`config.mk`:
```
export PLATFORM = sky130hd
export DESIGN_NAME = consulta_linha
export DESIGN_NICKNAME = d
export VERILOG_FILES = /design/src/rtl/temp_pkg.sv /design/src/rtl/conta_bucket.sv /design/src/rtl/consulta_linha.sv
export SDC_FILE = /design/constraint.sdc
export NUM_CORES = 1
export LEC_CHECK = 0
export ABC_AREA = 0
export CELL_PAD_IN_SITES_DETAIL_PLACEMENT = 0
export CELL_PAD_IN_SITES_GLOBAL_PLACEMENT = 2
export CORE_MARGIN = 2
export CORE_UTILIZATION = 32
export CTS_CLUSTER_SIZE = 25
export DETAILED_ROUTE_END_ITERATION = 8
export MAX_ROUTING_LAYER = met4
export PLACE_DENSITY = 0.95
export SYNTH_ARGS = -nofsm -noshare
export SYNTH_HDL_FRONTEND = slang
export SYNTH_HIERARCHICAL = 1
export SYNTH_SLANG_ARGS = --single-unit
```
`constraint.sdc`:
```
create_clock -name clk -period 13.4 [get_ports clk]
set_clock_uncertainty 0.1 [all_clocks]
set_input_delay 4.02 -clock clk [delete_from_list [all_inputs] [get_ports clk]]
set_output_delay 4.02 -clock clk [all_outputs]
set_load 0.02 [all_outputs]
```
`src/rtl/temp_pkg.sv`:
```
// temp_pkg: shared field layout, FSM state type and bucket-aging rule for the
// time-sliced Bloom filter line. Both the write-side updater and the read-side
// query engine call calc_shifts so their aging can never disagree.
package temp_pkg;
    localparam int DATA_WIDTH     = 72;
    localparam int NUM_BUCKETS    = 14;
    localparam int BUCKET_SZ      = 4;
    localparam int BITS_SHIFT     = 4;
    localparam int BLOOM_INIT_POS = 16;
    localparam int ADDR_WIDTH     = 19;
    localparam int BIT_IDX_W      = 2;
    localparam int TIMEOUT        = 64;
    localparam int LOOP_W         = BLOOM_INIT_POS - BITS_SHIFT;
    localparam int BLOOM_W        = NUM_BUCKETS * BUCKET_SZ;
    // one extra bit so out-of-range shift values stay distinguishable from 0..14
    localparam int SHIFT_W        = 5;
    localparam int TMO_W          = $clog2(TIMEOUT + 1);

    typedef enum logic [2:0] {IDLE, REQ, WAIT, EVAL, RESP} state_t;

    function automatic logic [LOOP_W-1:0] get_loop(input logic [DATA_WIDTH-1:0] line);
        return line[LOOP_W-1:0];
    endfunction

    function automatic logic [BITS_SHIFT-1:0] get_bucket(input logic [DATA_WIDTH-1:0] line);
        return line[BLOOM_INIT_POS-1:LOOP_W];
    endfunction

    function automatic logic [BLOOM_W-1:0] get_bloom(input logic [DATA_WIDTH-1:0] line);
        return line[BLOOM_INIT_POS +: BLOOM_W];
    endfunction

    // Number of oldest buckets that have expired since the line was last written.
    function automatic logic [SHIFT_W-1:0] calc_shifts(
        input logic [LOOP_W-1:0]     dl,
        input logic [BITS_SHIFT-1:0] db,
        input logic [LOOP_W-1:0]     cl,
        input logic [BITS_SHIFT-1:0] cb
    );
        logic [SHIFT_W-1:0] nb;
        logic [SHIFT_W-1:0] wrapd;
        logic [LOOP_W:0]    gap;
        nb    = SHIFT_W'(NUM_BUCKETS);
        wrapd = nb - {1'b0, db} + {1'b0, cb};
        // loop counter wrapped: only a distance of exactly one loop keeps buckets alive
        gap   = {1'b1, cl} - {1'b0, dl};
        return (cl == dl) ? ((cb >= db) ? SHIFT_W'(cb - db) : '0) :
               (cl > dl)  ? ((cb < db) ? wrapd : nb) :
               ((gap > (LOOP_W+1)'(1)) ? nb : wrapd);
    endfunction
endpackage

```
`src/rtl/conta_bucket.sv`:
```
// conta_bucket: counts live buckets whose selected bit is set.
//   bloom   in  bloom field of the line, bucket i at [i*BUCKET_SZ +: BUCKET_SZ]
//   shifts  in  buckets below this index are expired (>= NUM_BUCKETS: all)
//   bit_idx in  bit position inside each bucket
//   cnt     out number of live buckets with that bit set
module conta_bucket
    import temp_pkg::*;
(
    input  logic [BLOOM_W-1:0]    bloom,
    input  logic [SHIFT_W-1:0]    shifts,
    input  logic [BIT_IDX_W-1:0]  bit_idx,
    output logic [BITS_SHIFT-1:0] cnt
);
    logic [BUCKET_SZ-1:0] b;

    always_comb begin
        cnt = '0;
        b   = '0;
        for (int i = 0; i < NUM_BUCKETS; i++) begin
            b   = bloom[i*BUCKET_SZ +: BUCKET_SZ];
            cnt = cnt + BITS_SHIFT'((SHIFT_W'(i) >= shifts) && b[bit_idx]);
        end
    end
endmodule

```
`src/rtl/consulta_linha.sv`:
```
// consulta_linha: read-only membership query against one time-sliced Bloom line.
//   query_*      in/out  query handshake; query_rdy high only when idle
//   cur_bucket/cur_loop  current time, sampled when the query is accepted
//   sram_rd_*    in/out  read port: req held until ack, data on vld
//   result_*     in/out  result handshake; hit/cnt from live buckets, err on timeout
module consulta_linha
    import temp_pkg::*;
(
    input  logic                  clk,
    input  logic                  reset,
    input  logic                  query_vld,
    output logic                  query_rdy,
    input  logic [ADDR_WIDTH-1:0] query_addr,
    input  logic [BIT_IDX_W-1:0]  query_bit,
    input  logic [BITS_SHIFT-1:0] cur_bucket,
    input  logic [LOOP_W-1:0]     cur_loop,
    output logic                  sram_rd_req,
    output logic [ADDR_WIDTH-1:0] sram_rd_addr,
    input  logic                  sram_rd_ack,
    input  logic                  sram_rd_vld,
    input  logic [DATA_WIDTH-1:0] sram_rd_data,
    output logic                  result_vld,
    input  logic                  result_rdy,
    output logic                  result_hit,
    output logic [BITS_SHIFT-1:0] result_cnt,
    output logic                  result_err
);
    state_t                state;
    logic [BIT_IDX_W-1:0]  bit_q;
    logic [BITS_SHIFT-1:0] cb_q;
    logic [LOOP_W-1:0]     cl_q;
    logic [DATA_WIDTH-1:0] line_q;
    logic [TMO_W-1:0]      tmo;
    logic [SHIFT_W-1:0]    shifts;
    logic [BITS_SHIFT-1:0] live_cnt;
    logic                  timed_out;

    assign query_rdy   = state == IDLE;
    assign sram_rd_req = state == REQ;
    assign result_vld  = state == RESP;
    assign timed_out   = tmo >= TMO_W'(TIMEOUT - 1);
    assign shifts      = calc_shifts(get_loop(line_q), get_bucket(line_q), cl_q, cb_q);

    conta_bucket u_conta (
        .bloom   (get_bloom(line_q)),
        .shifts  (shifts),
        .bit_idx (bit_q),
        .cnt     (live_cnt)
    );

    always_ff @(posedge clk) begin
        if (reset) begin
            state        <= IDLE;
            sram_rd_addr <= '0;
            bit_q        <= '0;
            cb_q         <= '0;
            cl_q         <= '0;
            line_q       <= '0;
            tmo          <= '0;
            result_hit   <= 1'b0;
            result_cnt   <= '0;
            result_err   <= 1'b0;
        end else begin
            case (state)
                IDLE: if (query_vld) begin
                    sram_rd_addr <= query_addr;
                    bit_q        <= query_bit;
                    cb_q         <= cur_bucket;
                    cl_q         <= cur_loop;
                    tmo          <= '0;
                    state        <= REQ;
                end
                REQ: begin
                    tmo <= tmo + 1'b1;
                    // data arriving with the grant wins over an expiring timer
                    if (sram_rd_ack && sram_rd_vld) begin
                        line_q <= sram_rd_data;
                        state  <= EVAL;
                    end else if (timed_out) begin
                        result_hit <= 1'b0;
                        result_cnt <= '0;
                        result_err <= 1'b1;
                        state      <= RESP;
                    end else if (sram_rd_ack) begin
                        state <= WAIT;
                    end
                end
                WAIT: begin
                    tmo <= tmo + 1'b1;
                    if (sram_rd_vld) begin
                        line_q <= sram_rd_data;
                        state  <= EVAL;
                    end else if (timed_out) begin
                        result_hit <= 1'b0;
                        result_cnt <= '0;
                        result_err <= 1'b1;
                        state      <= RESP;
                    end
                end
                EVAL: begin
                    result_hit <= live_cnt != '0;
                    result_cnt <= live_cnt;
                    result_err <= 1'b0;
                    state      <= RESP;
                end
                RESP: if (result_rdy) state <= IDLE;
                default: state <= IDLE;
            endcase
        end
    end
endmodule

```
# After elaboration in Yosys (flattened, before gate mapping)
# Cells that the tools add are included.
word_totals:
  register_bits: 125
  word_cells: 145
  input_bits: 115
  output_inout_bits: 28
op_classes:
  addsub: 18
  n_lt_le_gt_ge: 20
  n_eq_ne: 13
  n_mux: 58
  n_reduce_logical: 26
ops:
  columns: ["operator", "count"]
  rows:
  - ["$mux 72", 2]
  - ["$pmux 72 s2", 1]
  - ["$add 4x1->4", 12]
  - ["$ge 4x5->1 const A", 6]
  - ["$bmux 1 s2", 14]
  - ["$mux 5", 5]
  - ["$mux 3", 7]
  - ["$ge 3x5->1 const A", 4]
  - ["$mux 1", 20]
  - ["$logic_and 1x1->1", 15]
  - ["$pmux 3 s5", 1]
  - ["$pmux 7 s2", 1]
  - ["$gt 13x1->1 const B", 1]
  - ["$sub 13x12->13", 1]
  - ["$eq 12x12->1", 1]
  - ["$gt 12x12->1", 1]
  - ["$mux 4", 3]
  - ["$pmux 4 s3", 1]
  - ["$ge 1x5->1 const A", 2]
  - ["$ge 2x5->1 const A", 2]
  - ["$ne 2x2->1 const B", 4]
  - ["$add 7x1->7 const B", 1]
  - ["$ge 7x6->1 const B", 1]
  - ["$mux 7", 1]
  - ["other kinds (22)", 28]

# Longest topological paths before layout
# Gate-level depths: netlist (run 1).
depth:
  depth_word: 22
  depth_mapped: 24
  mapped_depth_nobuf: 24

# By module
# Netlist (run 1), hierarchy kept.
modules_own_cells:
  columns: ["module", "instances", "cells_per_inst", "area_each_um2"]
  rows:
  - ["consulta_linha", 1, 721, 5617.9]
  - ["conta_bucket", 1, 69, 810.8]

# Least setup slack after synthesis (run 1)
# OpenSTA, ideal clock, no wires.
synth_timing:
  kind: "register -> register"
  startpoint: "register cl_q[0]"
  endpoint: "register result_hit"
  path_stages_with_launch: 23
  required_ns: 13.183
  path_buffers: 0
  period_less_slack_ns: 6.433
  path_slack_ns: 6.967
  arrival_time_ns: 6.216
  cell_sequence: "dfxtp_1 inv_1 ha_1 fa_1 nand2b_1 a21oi_1 o221a_2 o211ai_1 a2111oi_4 a21oi_1 nor3_1 nand3_1 fa_1 fa_1 fa_1 inv_1 fa_1 ha_1 inv_1 fa_1 xnor2_1 or4_1 a22o_1"
synth_between:
  elab_chain_len: 22
  elab_cells_between_ends: 50
  classes_between: "add/sub (14); order compare (16); eq/ne (1); mux (4); reduce/logical (15)"
synth_lines:
  columns: ["item", "line_no", "source"]
  rows:
  - ["start: declaration", "consulta_linha.sv:31", "logic [LOOP_W-1:0] cl_q;"]
  - ["start signal: assignment", "consulta_linha.sv:69", "cl_q <= cur_loop;"]
  - ["$sub 13x12->13", "temp_pkg.sv:46", "gap = {1'b1, cl} - {1'b0, dl};"]
  - ["$gt 13x1->1", "temp_pkg.sv:49", "((gap > (LOOP_W+1)'(1)) ? nb : wrapd);"]
  - ["$mux 5", "temp_pkg.sv:49", null]
  - ["$mux 5", "temp_pkg.sv:48", "(cl > dl) ? ((cb < db) ? wrapd : nb) :"]
  - ["$mux 5 *", "temp_pkg.sv:47", "return (cl == dl) ? ((cb >= db) ? SHIFT_W'(cb - db) : '0) :"]
  - ["net shifts[2]", "consulta_linha.sv:34", "logic [SHIFT_W-1:0] shifts;"]
  - ["$ge 1x5->1", "conta_bucket.sv:21", "cnt = cnt + BITS_SHIFT'((SHIFT_W'(i) >= shifts) && b[bit_idx]);"]
  - ["$logic_and 1x1->1", "conta_bucket.sv:21", null]
  - ["$add 1x1->2", "conta_bucket.sv:21", null]
  - ["$add 4x1->4 (11 in series)", "conta_bucket.sv:21", null]
  - ["$add 4x1->4 *", "conta_bucket.sv:21", null]
  - ["net live_cnt[2]", "consulta_linha.sv:35", "logic [BITS_SHIFT-1:0] live_cnt;"]
  - ["$reduce_bool 4->1 *", "consulta_linha.sv:101", "result_hit <= live_cnt != '0;"]
  - ["$pmux 1 s3 *", "consulta_linha.sv:64", "case (state)"]
  - ["end signal: assignment", "consulta_linha.sv:60", "result_hit <= 1'b0;"]
  - ["end signal: assignment", "consulta_linha.sv:80", "result_hit <= 1'b0;"]
  - ["end signal: assignment", "consulta_linha.sv:101", null]
  - ["end: declaration", "consulta_linha.sv:24", "output logic result_hit,"]
# The timed path passes the listed nets; every way through them passes the cells marked *.
# A chain may end at the register's enable or synchronous reset.

# Worst setup path in the final report (run 1)
# Same ends and word-level chain as after synthesis.

==> impl_metrics.toml, run 1 <==
[synth]
synthFlopType = "dfxtp_1"
ys_seq_area_frac = 0.389
yosys-top-cells-area = "dfxtp_1, nand2_1, a21oi_1"
async_reset_ff_frac = 0
yosys.area.top_type = "dfxtp_1"
syn-num-nets = 943
synth-edff-count = 0
yosys.area.top_type_share = 0.389
syn_inst = 790
ys_ff_latch = 125
synth_cell_type_count = 62
avgSynthCellArea_sq_um = 8.14
synth_area_sq_mm = 0.00643
yosysWarnings = 6

[critical_path]
reg2reg_depth = 22
crit_type = "reg2reg"
rrSetupSlack_ns = 6.52
start_kind = "flip-flop"
r2r-start = "cl_q[0]"
cp_data_arrival_time_ns = 7.08
crit_fanout = 8
endpoint_kind = "flip-flop"
crit_required_ns = 13.61
r2r-end = "result_hit"

[global_route]
grt_usage = 0.164
antenna_found_initial = 0
grt_pass1_vias = 5552
grt_start_max_net_pins = 85
grt.overflow.total = 0
grt_pass1_wl_mm = 27.4

[sta]
tightest_slew_ns = 0.961
hold_viol = 0
setup_viol = 0
slew_headroom = 0.358
setup_tns_ns = 0
rsz0062_at_grt = "no"
finalCritPeriodShare = 0.513
timing.fmax_mhz = 145
drv_slew = 0
min_period_ns = 6.88

[power]
p_per_area_mw_per_mm2 = 131
p_leak_nw = 3.27
peakVddDrop_v = 0.0000863

[drt]
top_layer_used = "met4"
drc = 0
antenna_left = 0
drt_pass1_iterations = 4
vias = 5732
routedWlPerCell_um = 14.2
viasPerCell = 4.82
wl_met1_mm = 7.80
wirelength_mm = 16.9
dr_wl_met2_mm = 7.95
first_iter_violations = 220
met3WireLength_um = 887

[cts]
clk_pin_slew_ns = 0.05
cts.sinks = 125
cts_buffers = 17
clock_latency_ns = 0.42
cts_max_level = 4
cts.path.max_buffers = 2
root_buffer = "clkbuf_16"
holdBufCountCts = 0
cts_resized = 0
cts_tree = "done"
postCtsSetupBuffers = 0

[final_layout]
areaGrowthSynthToFinish_pct = 34.2
layout.cells.non_filler = 1189
drive_gt1_frac = 0.0574
mostFrequentLayoutCells = "nand2_1, clkdlybuf4s50_1, a21oi_1"
final.fill_count = 1986
antennaDiodeCount = 0
final_common_cell = "nand2_1"
final_util = 0.440
layout.nets = 1064

[place]
portBuffers = 142
gp_congestion = 0.830
dp.cells = 1157
hpwl_mm = 12.0

[run_status]
status = "finished clean"

[floorplanning]
initial_core_util = 0.328
core-area_sq_mm = 0.0196
fp.dieH_um = 146
pin_count = 143
die_area_sq_mm = 0.0212
rows = 51
dieWidth_um = 146

[worst_hold_path]
worstHoldPathType = "reg2reg"
min-delay-start = "line_q[61]"
holdPathStages = 2
hold_end = "line_q[61]"

[flow_run]
cap_violations = 0
[report_power, final]
group	total, mW	internal [mW]	leakage, nW	switching (mW)
Sequential	0.410	0.394	1.02	0.0155
Clock	0.474	0.307	0.296	0.168
Combinational	0.243	0.110	1.96	0.134
[synthesized netlist by cell type (2+ instances only)]
master	n
nand2_1	237
a22oi_1	2
mux2i_1	2
dfxtp_1	125
fa_1	12
a211oi_1	3
xnor2_1	3
o211ai_1	7
nor3_1	16
o211a_1	3
o21a_1	6
mux4_1	9
and2_1	3
nand2b_1	7
a21oi_1	128
a21oi_2	2
o22ai_1	3
a22o_1	5
or3_1	2
mux4_2	5
o21ai_0	10
nand3_1	8
and3_1	6
inv_1	45
clkbuf_1	28
nor2b_1	3
xor2_1	8
nor2_1	23
ha_1	26
buf_2	13
o32ai_1	2
a21o_1	7
o2111ai_1	2
[critical path, cell delays in order (launching register included)]
cell       delay [ns]
dfxtp_1          0.32
inv_1            0.05
ha_1             0.20
fa_1             0.40
nand2b_1         0.18
a21oi_1          0.27
o221a_2          0.23
o211ai_1         0.12
a2111oi_4        0.45
a21oi_1          0.27
nor3_1           0.38
nand3_1          0.17
fa_1             0.53
fa_1             0.52
fa_1             0.51
inv_1            0.05
fa_1             0.54
ha_1             0.17
inv_1            0.05
fa_1             0.37
xnor2_1          0.16
or4_1            0.53
a22o_1           0.20
[flip-flops by register name, summed over array words and instances (netlist names)]
| signal | flops |
|---|---|
| cb_q | 4 |
| result_hit | 1 |
| line_q | 72 |
| tmo | 7 |
| result_cnt | 4 |
| state | 3 |
| result_err | 1 |
| bit_q | 2 |
| cl_q | 12 |
| sram_rd_addr | 19 |
[through the flow]
stage	hold WS (ns)	power [mW]	cell area (sq um)	setup slack [ns]
after global routing	0.367	1.19	8620	6.15
final	0.349	1.13	8620	6.52
after CTS	0.350	1.14	8620	6.50
after floorplan	0.332	0.578	6430	6.97
after detailed placement	0.343	0.662	8010	6.53
after global placement	0.338	0.662	8010	6.64
[metal layers]
layer	GRT usage	vias to the layer above
met2	0.260	111
met1	0.202	2674
met4	0.0515	0
met5	-	-
met3	0.0476	19
li1	-	2928
[how the worst max path moves through the flow]
stage,startpoint,end,slack (ns),cells after the start
finish,cl_q[0],result_hit,6.52,22
global route,cl_q[0],result_hit,6.15,22
CTS,cl_q[0],result_hit,6.50,22
detailed placement,cl_q[0],result_hit,6.53,22
global placement,cl_q[0],result_hit,6.64,22
floorplan,cl_q[0],result_hit,6.97,22
[layout make-up]
cell class | count | area, sq um | area share
clock buffer | 22 | 474 | 0.0550
clock inverter | 10 | 138 | 0.0160
inverter | 45 | 169 | 0.0196
multi-input combinational | 575 | 3550 | 0.412
sequential | 125 | 2500 | 0.290
tap | 265 | 332 | 0.0384
timing repair buffer | 147 | 1460 | 0.169
[cells by family (layout without fill, tap and decap cells)]
logic type / Yosys count / in the layout / synth area share
adder cells (fa/ha/maj): 38 / 38 / 0.0880
XOR/XNOR: 11 / 11 / 0.0150
buffers and inverters: 90 / 224 / 0.0590
AO/OA/AOI/OAI: 196 / 196 / 0.185
flip-flops: 125 / 125 / 0.389
multiplexers: 17 / 17 / 0.0592
AND/OR/NAND/NOR: 313 / 313 / 0.205
No activity file was read; power rests on OpenSTA's default activity.
==> run 2, diff against run 1 <==
- CORE_UTILIZATION: 32 -> 26
- PLACE_DENSITY: 0.95 -> 0.84
- clock period: 13.4 -> 5.7 ns (I/O delays scaled with it)
==> run 2 against run 1 <==
Effect of this change: the flow now finishes with violations (setup timing); utilization fell by 5.3 points; worst setup slack got worse by 7.2 ns; die area up 22%; sequential cell count did not move; critical path type unchanged; critical endpoint unchanged; largest power group unchanged; highest routed layer unchanged.
==> impl_metrics.toml, run 2 (same netlist as run 1, synthesis figures left out) <==
[final_layout]
multi_input_comb_area_sq_mm = 0.00376
drive_gt1_frac = 0.153
final_cell_area_sq_mm = 0.00943
final.fill_count = 2518
areaGrowthSynthToFinish_pct = 46.7
top_register = "line_q"
mostFrequentLayoutCells = "nand2_1, clkdlybuf4s50_1, a21oi_1"
regArea_sq_mm = 0.00251
final_common_cell = "nand2_1"
layout.nets = 1133
largest_reg_flops = 72
reg.largest.list = "line_q: 72 flops, sram_rd_addr: 19 flops, cl_q: 12 flops"

[critical_path]
crit_path_frequent_cell = "fa_1"
crit_required_ns = 5.91
crit_fanout = 4
max_stage_delay_ns = 0.57
r2r-end = "result_hit"
cp_data_arrival_time_ns = 6.53
crit_type = "reg2reg"
cp_slowest_cell = "fa_1"
rrSetupSlack_ns = -0.63
endpoint_kind = "flip-flop"
r2r-start = "cl_q[0]"
path_cells = "inv_2 > ha_4 > fa_2 > nand2b_4 > a21oi_4 > a211o_1 > mux2i_2 > a2111oi_4 > buf_4 > a31o_4 > buf_6 > nor3_4 > nand3_2 > fa_1 > fa_1 > fa_1 > inv_1 > fa_1 > ha_4 > inv_2 > fa_2 > xnor2_2 > or4_1 > a22o_1"
critPathTopFamily = "adder cells"
start_kind = "flip-flop"
reg2reg_depth = 24
crit_buf_inv = 5

[floorplanning]
dieWidth_um = 161
fp.dieH_um = 161
rows = 57
die_area_sq_mm = 0.0260
initial_core_util = 0.264
core-area_sq_mm = 0.0243
pin_count = 143

[place]
hpwl_mm = 13.6
placed_area_sq_mm = 0.00863
portBuffers = 142
gp_congestion = 0.855

[global_route]
use_met2 = 0.245
grt.overflow.total = 0
grt_pass1_wl_mm = 30.6
grt_usage = 0.151
grt.busiest_layer = "met2"
antenna_found_initial = 1
gr-usage-met3 = 0.0434
grt_pass1_vias = 6205
grt_use_met1 = 0.184
grt_start_max_net_pins = 68

[sta]
fin_ws_ns = -0.626
hold_viol = 0
min_period_ns = 6.33
hold_ws_ns = 0.350
timing.fmax_mhz = 158
drv_slew = 0
finalCritPeriodShare = 1.11
rsz0062_at_grt = "yes"
tightest_slew_ns = 0.849
setup_viol = 4
slew_headroom = 0.433

[cts]
cts_buffers = 17
root_buffer = "clkbuf_16"
cts_max_level = 4
holdBufCountCts = 0
clk_pin_slew_ns = 0.06
clock_latency_ns = 0.42
cts.path.max_buffers = 2
cts_tree = "done"
cts.sinks = 125

[drt]
viasPerCell = 4.53
drt_pass1_iterations = 5
drc = 0
antenna_left = 0
first_iter_violations = 254
routedWlPerCell_um = 14.2
vias = 5975
wirelength_mm = 18.7

[worst_hold_path]
worstHoldPathType = "reg2reg"
min-delay-start = "line_q[70]"
holdPathStages = 2
hold_end = "line_q[70]"

[power]
peakVddDrop_v = 0.000172
p_leak_nw = 3.65
p_per_area_mw_per_mm2 = 298

[run_status]
violations = "setup timing"
status = "finished with violations"

[flow_run]
cap_violations = 0
==> run 2: cell count changes in the layout (fill, tap and decap cells not counted), sizes merged <==
cell / before / now
buf: 6 / 75
bufinv: 3 / 2
clkbuf: 22 / 23
clkinvlp: 2 / 1
inv: 45 / 46
diode: 0 / 1
==> run 2: layout make-up <==
cell class / count / share of cell area
antenna: 1 / 0.000265
clock buffer: 23 / 0.0518
clock inverter: 9 / 0.0115
inverter: 45 / 0.0179
multi-input combinational: 575 / 0.399
sequential: 125 / 0.266
tap: 324 / 0.0430
timing repair buffer: 216 / 0.211
==> run 2: timing repair <==
action | 4_1_cts | 5_1_grt
setup buffers | 5 | 1
endpoints found under the setup margin | 4 | 5
gates resized for setup | 9 | 18
pin swaps | 20 | 21
==> run 2: how the worst max path moves through the flow <==
stage | from | end | slack, ns | depth (start not counted)
2_1_floorplan | cl_q[0] | result_hit | -0.45 | 23
3_3_place_gp | cl_q[0] | result_hit | -0.65 | 24
3_5_place_dp | cl_q[0] | result_hit | -0.75 | 23
4_1_cts | cl_q[0] | result_hit | -0.70 | 23
5_1_grt | cl_q[0] | result_hit | -0.86 | 24
6_report | cl_q[0] | result_hit | -0.63 | 24
==> run 2: tightest hold or removal path, stage by stage (launching register included) <==
cell	delay, ns
dfxtp_1	0.30
nand2_1	0.05
a21oi_1	0.05
==> run 2: routing by layer <==
metal  vias to the layer above  wire [um]
met5                         -          0
met4                         0        281
met3                        22        971
met2                       110       8690
met1                      2775       8790
li1                       3068          -
==> run 2: through the flow <==
step           cells  setup WS [ns]  utilization  TNS, ns  total power [mW]
2_1_floorplan    790         -0.454            -   -0.477              1.37
3_3_place_gp    1280         -0.648        0.355    -1.44              1.68
3_5_place_dp    1280         -0.749        0.355    -1.79              1.68
4_1_cts         1316         -0.702        0.383    -1.66              2.82
5_1_grt         1318         -0.860        0.388    -2.31              2.96
6_report        1318         -0.626        0.388    -1.37              2.81
==> run 2: report_power, final <==
group / switching [mW] / internal, mW
logic: 0.381 / 0.378
clock network: 0.406 / 0.691
registers: 0.0326 / 0.927
